--- src/rtl/alu_4bit.sv ---
// -----------------------------------------------------------------------------
// alu_4bit
//   Four-function 4-bit ALU with an 8-bit registered result. Used by the
//   vending-machine datapath for price/credit arithmetic and for the
//   "credit >= price" decision.
//
//   Operations, selected by {s1,s0}; operands are zero-extended to 8 bits:
//     00  add       result = a + b             (max 30, never overflows)
//     01  subtract  result = (a - b) mod 256   (wraps when a < b)
//     10  multiply  result = a * b             (max 225, fits in 8 bits)
//     11  compare   result = 8'h01 if a >= b, else 8'h00
//
// Ports:
//   clk           in   1  system clock, rising edge
//   reset         in   1  synchronous, active-high; highest priority
//   a, b          in   4  unsigned operands
//   s0, s1        in   1  operation select bits
//   alu_en        in   1  enable; when low the registered result is zero
//   result        out  8  registered result
//   result_valid  out  1  registered qualifier for result
//
// Valid semantics: result_valid is high for exactly the cycle in which
// result carries the output of an operation issued with alu_en=1 at the
// previous rising edge. There is no ready/backpressure: the consumer must
// take the value in that cycle. A new operation may be issued every cycle.
// -----------------------------------------------------------------------------
module alu_4bit (
  input  logic       clk,
  input  logic       reset,
  input  logic [3:0] a,
  input  logic [3:0] b,
  input  logic       s0,
  input  logic       s1,
  input  logic       alu_en,
  output logic [7:0] result,
  output logic       result_valid
);

  typedef enum logic [1:0] {
    OP_ADD = 2'b00,
    OP_SUB = 2'b01,
    OP_MUL = 2'b10,
    OP_CMP = 2'b11
  } alu_op_e;

  alu_op_e    op;
  logic [7:0] a_ext;
  logic [7:0] b_ext;
  logic [7:0] op_result;

  assign op    = alu_op_e'({s1, s0});
  assign a_ext = {4'h0, a};
  assign b_ext = {4'h0, b};

  always_comb begin
    op_result = 8'h00;
    unique case (op)
      OP_ADD: op_result = a_ext + b_ext;
      // 8-bit subtraction gives the two's-complement wrap directly.
      OP_SUB: op_result = a_ext - b_ext;
      OP_MUL: op_result = a_ext * b_ext;
      OP_CMP: op_result = (a >= b) ? 8'h01 : 8'h00;
      default: op_result = 8'h00;
    endcase
  end

  // Only registered values reach the outputs, so there is no
  // combinational path from any input to result/result_valid.
  always_ff @(posedge clk) begin
    if (reset) begin
      result       <= 8'h00;
      result_valid <= 1'b0;
    end else if (!alu_en) begin
      result       <= 8'h00;
      result_valid <= 1'b0;
    end else begin
      result       <= op_result;
      result_valid <= 1'b1;
    end
  end

endmodule

--- config.mk ---
export PLATFORM = sky130hd
export DESIGN_NAME = alu_4bit
export DESIGN_NICKNAME = d
export VERILOG_FILES = /design/src/rtl/alu_4bit.sv
export SDC_FILE = /design/constraint.sdc
export NUM_CORES = 1
export LEC_CHECK = 0
export ABC_CLOCK_PERIOD_IN_PS = 5200
export BUFFER_PORTS_ARGS = -buffer_cell sky130_fd_sc_hd__buf_2
export CAP_MARGIN = 20
export CORE_MARGIN = 2
export CORE_UTILIZATION = 45
export CTS_CLUSTER_SIZE = 20
export DETAILED_ROUTE_END_ITERATION = 8
export GPL_TIMING_DRIVEN = 0
export PLACE_DENSITY = 0.68
export SYNTH_ARGS = -nofsm -noshare
export SYNTH_HDL_FRONTEND = slang
export SYNTH_SLANG_ARGS = --single-unit
--- constraint.sdc ---
create_clock -name clk -period 5.2 [get_ports clk]
set_input_delay 1.04 -clock clk [delete_from_list [all_inputs] [get_ports clk]]
set_output_delay 1.04 -clock clk [all_outputs]
set_load 0.005 [all_outputs]
Word-level counts from Yosys, hierarchy flattened:

Index checks and enable logic that the tools add are counted.

* bits in registers: 9
* memories: 0
* ROM bits: 0
* bits in latches: 0
* memory bits (writable): 0
* output and inout bits: 9

* equal/unequal tests: 3
* divide/modulo/power cells: 0
* $lt $le $gt $ge: 1
* bitwise logic cells: 1
* reductions and logical operators: 2
* muxes and demuxes: 3
* add/subtract/negate cells: 2
* shift operators: 0
* multipliers: 1

Operators with widths (count)
* 8-bit case mux with 4 select lines: 1
* 4-bit by 4-bit multiplier with 8-bit output: 1
* 4-bit by 4-bit adder with 5-bit output: 1
* 4-bit by 4-bit subtractor with 5-bit output: 1
* 2-bit == test (second input constant): 2
* 4-bit greater-or-equal comparator: 1
* 2-bit by 1-bit == test with 1-bit output (second input constant): 1
* 2-bit zero test: 1
* 1-bit 2-to-1 mux: 2
* 2-bit OR reduction: 1
* 1-bit inverter: 1

Longest topological paths before layout:

* word-level depth: 3
* gate-level depth with buffers: 12
* mapped depth without buffers: 12

Worst setup path before layout:

Ideal clock, no wire load.

* path kind: input to register
* start point: in a[0]
* end point: reg result[6]
* path buffers: 0
* stages: 11
* arrival time: 3186 ps
* required time: 5126 ps
* slack: 1939 ps
* path through: nand2_1 > fa_1 > inv_1 > fa_1 > inv_1 > fa_1 > inv_1 > a21o_1 > a21oi_1 > xor2_1 > o21ai_0

* cells in the longest elaborated chain, start to end: 2
* elaborated cells between the ends (all ways): 3
* classes of those cells: add/sub: 1; mul: 1; mux: 1

RTL lines
* start: declaration: line 30 `input logic [3:0] a,`
* 4-bit by 4-bit multiplier with 8-bit output or 4-bit by 4-bit subtractor with 5-bit output (tied branches): line 61, 60
* 8-bit case mux with 4 select lines (*): line 57 `unique case (op)`
* end signal: assignment: line 77 `result <= op_result;`
* end: declaration: line 35 `output logic [7:0] result,`

Every way passes the cells marked *; elsewhere a longest branch is shown, timed or not.
A chain may end at the register's enable or synchronous reset.

Worst setup path after layout:

* start point: in a[1]
* end point: reg result[7]

Same word-level chain as after synthesis.

==> summary.md <==
| Metric | Value |
|---|---|
| Run status | `finished clean` |
| Synthesized Nets | `157` |
| Die width | `51.6 um` |
| Die ar. | `2660 um^2` |
| Flops & latches, synth | `9` |
| Hold Slack | `1150 ps` |
| Core Box Area | `2170 um^2` |
| Top post-synthesis cells by count | `ha_1 (20), inv_1 (17), a21oi_1 (10), nor2_1 (10)` |
| WP data arrival | `3420 ps` |
| RSZ-0062 raised after global routing | `false` |
| Non-filler instance count after layout | `169` |
| Cells after Synth | `118` |
| Tmin final | `3280 ps` |
| Vias | `839` |
| Critical path required time | `5340 ps` |
| Vias per cell | `4.96` |
| Final HPWL DP | `1590 um` |
| Placed Area | `1150 um^2` |
| First-pass GRT wire length | `3110 um` |
| CP Capture Type | `register` |
| Cells after DPL | `165` |
| Synth area leader | `ha_1` |
| Final ANT Viol Nets | `0` |
| Layout fillers | `218` |
| Initial antenna violation count | `0` |
| Post-synth top area share | `0.245` |
| # diodes | `0` |
| H-tree Lvls | `1` |
| # setup viols final | `0` |
| Syn Area/Cell | `8.64 um^2` |
| Layout cells sized above 1 | `0.191` |
| Peak supply drop | `0.0807 mV` |
| Clock Tree Buf Depth | `2` |
| GRT overflow | `0` |
| Sequential element share of the synthesized area | `0.177` |
| WL/cell | `10.7 um` |
| Fin crit share | `0.630` |
| Final WL | `1820 um` |
| Critical-path maximum fanout | `6` |
| Max_cap viols | `0` |
| Async S/R FF share, synth | `0` |
| LEAKAGE | `0.637 nW` |
| Pwr dens | `183 nW/um^2` |
| Boundary Pins | `22` |
| Fin. Hold Viols | `0` |
| TNS Setup | `0 ps` |
| Measured slew at the worst slew-check pin | `332 ps` |
| DR iter-0 viols | `23` |
| Hold_buf cts | `0` |
| Main synth FF type | `dfxtp_1` |
| DR pass1 iterations | `4` |
| Number of distinct library cells after synthesis | `29` |
| HP Class | `in -> reg` |
| Fin area | `1180 um^2` |
| PnR Total Power | `0.000215 W` |
| Clock transition at path regs | `50 ps` |
| Total global-route track usage | `0.158` |
| CP Launch Type | `input port` |
| Clock sink count | `9` |
| CTS resizes | `0` |
| IO Port Bufs | `19` |
| Layout Area Growth over Synthesis | `15.3%` |
| Placer Congestion | `0.818` |
| Critical path class | `in -> reg` |
| Post-route DRC | `0` |
| Number of global-route vias before repair | `743` |
| Final #Nets | `181` |
| Ys Warns | `0` |
| Post-synth EDFFs | `0` |
| Synth area leaders | `ha_1 (25%), dfxtp_1 (18%), fa_1 (12%), inv_1 (6.3%), a21oi_1 (4.9%)` |
| Initial core utilization | `0.470` |
| Largest net degree at the start of global routing | `11` |
| Root Driver | `clkbuf_4` |
| Slew Viols, Final | `0` |
| Die Y | `51.6 um` |
| Synthesized cell area | `1020 um^2` |
| Post-CTS Setup Inserts | `0` |
| Slew margin rel. | `0.779` |
| CTS buffer count | `3` |
| Fmax | `0.305 GHz` |
| CTS tree | `built` |
| Top-count cell post-synth | `ha_1` |
| Core Rows | `17` |
## per-layer routing
layer	track usage	vias up	wire length, um
li1	-	443	-
met1	0.201	363	864
met2	0.263	28	813
met3	0.00862	5	87
met4	0.0921	0	50
met5	0	-	0
## layout by cell type, fill, tap and decap left out, types with 2 or more instances in the layout
cell type  netlist  final
fa_1             6      6
inv_1           17     17
and2_1           6      6
nor2_1          10     10
buf_2            0     19
ha_1            20     20
o21bai_1         2      2
o21ai_0          9      9
nand2_1          4      4
nand2b_1         2      2
a21oi_1         10     10
xor2_1           5      5
dfxtp_1          9      9
clkbuf_1         1      2
a21o_1           2      2
clkbuf_4         0      3
## registers in the layout (all words and copies together) (netlist names)
signal,flops
result,8
result_valid,1
## worst max-delay path: stages
cell      delay, ps
buf_2           150
nand2_1          90
fa_1            510
inv_1            60
fa_1            500
ha_1            330
a211oi_1        210
o21bai_1        100
a21oi_1         170
xor2_1          170
o21ai_0          90
## power breakdown
part | switching [W] | internal [W] | leakage [nW]
sequential | 0.000000686 | 0.0000727 | 0.0736
combinational | 0.0000484 | 0.0000410 | 0.548
clock | 0.0000228 | 0.0000295 | 0.0150
## logic make-up after synthesis
group / count (synthesis) / synth area share
flops: 9 / 0.177
xor+xnor: 6 / 0.0515
mux: 1 / 0.00982
simple gates: 27 / 0.137
buf+inv: 19 / 0.0773
compound gates: 30 / 0.184
fa+ha+maj: 26 / 0.363
## final cells by class
class / instances / area, um^2 / area share
Sequential cell: 9 / 180 / 0.153
Buffer: 2 / 15.0 / 0.0128
Clock buffer: 4 / 26.3 / 0.0223
Tap cell: 28 / 35.0 / 0.0298
Multi-Input combinational cell: 90 / 761 / 0.647
Timing Repair Buffer: 19 / 95.1 / 0.0809
Inverter: 17 / 63.8 / 0.0543
## stage by stage
| step | utilization | worst slack [ps] |
|---|---|---|
| final | 0.542 | 1920 |
| after global routing | 0.542 | 1690 |
| after CTS | 0.542 | 1910 |
| after detailed placement | 0.530 | 1630 |
| after global placement | 0.530 | 1630 |
| after floorplan | - | 1940 |
## path summary, 6_finish.rpt
kind               start            to  slack [ps]  cells past startpoint
setup / recovery    a[1]     result[7]        1920                     11
hold / removal    alu_en  result_valid        1150                      3
(Power assumes the default switching activity.)
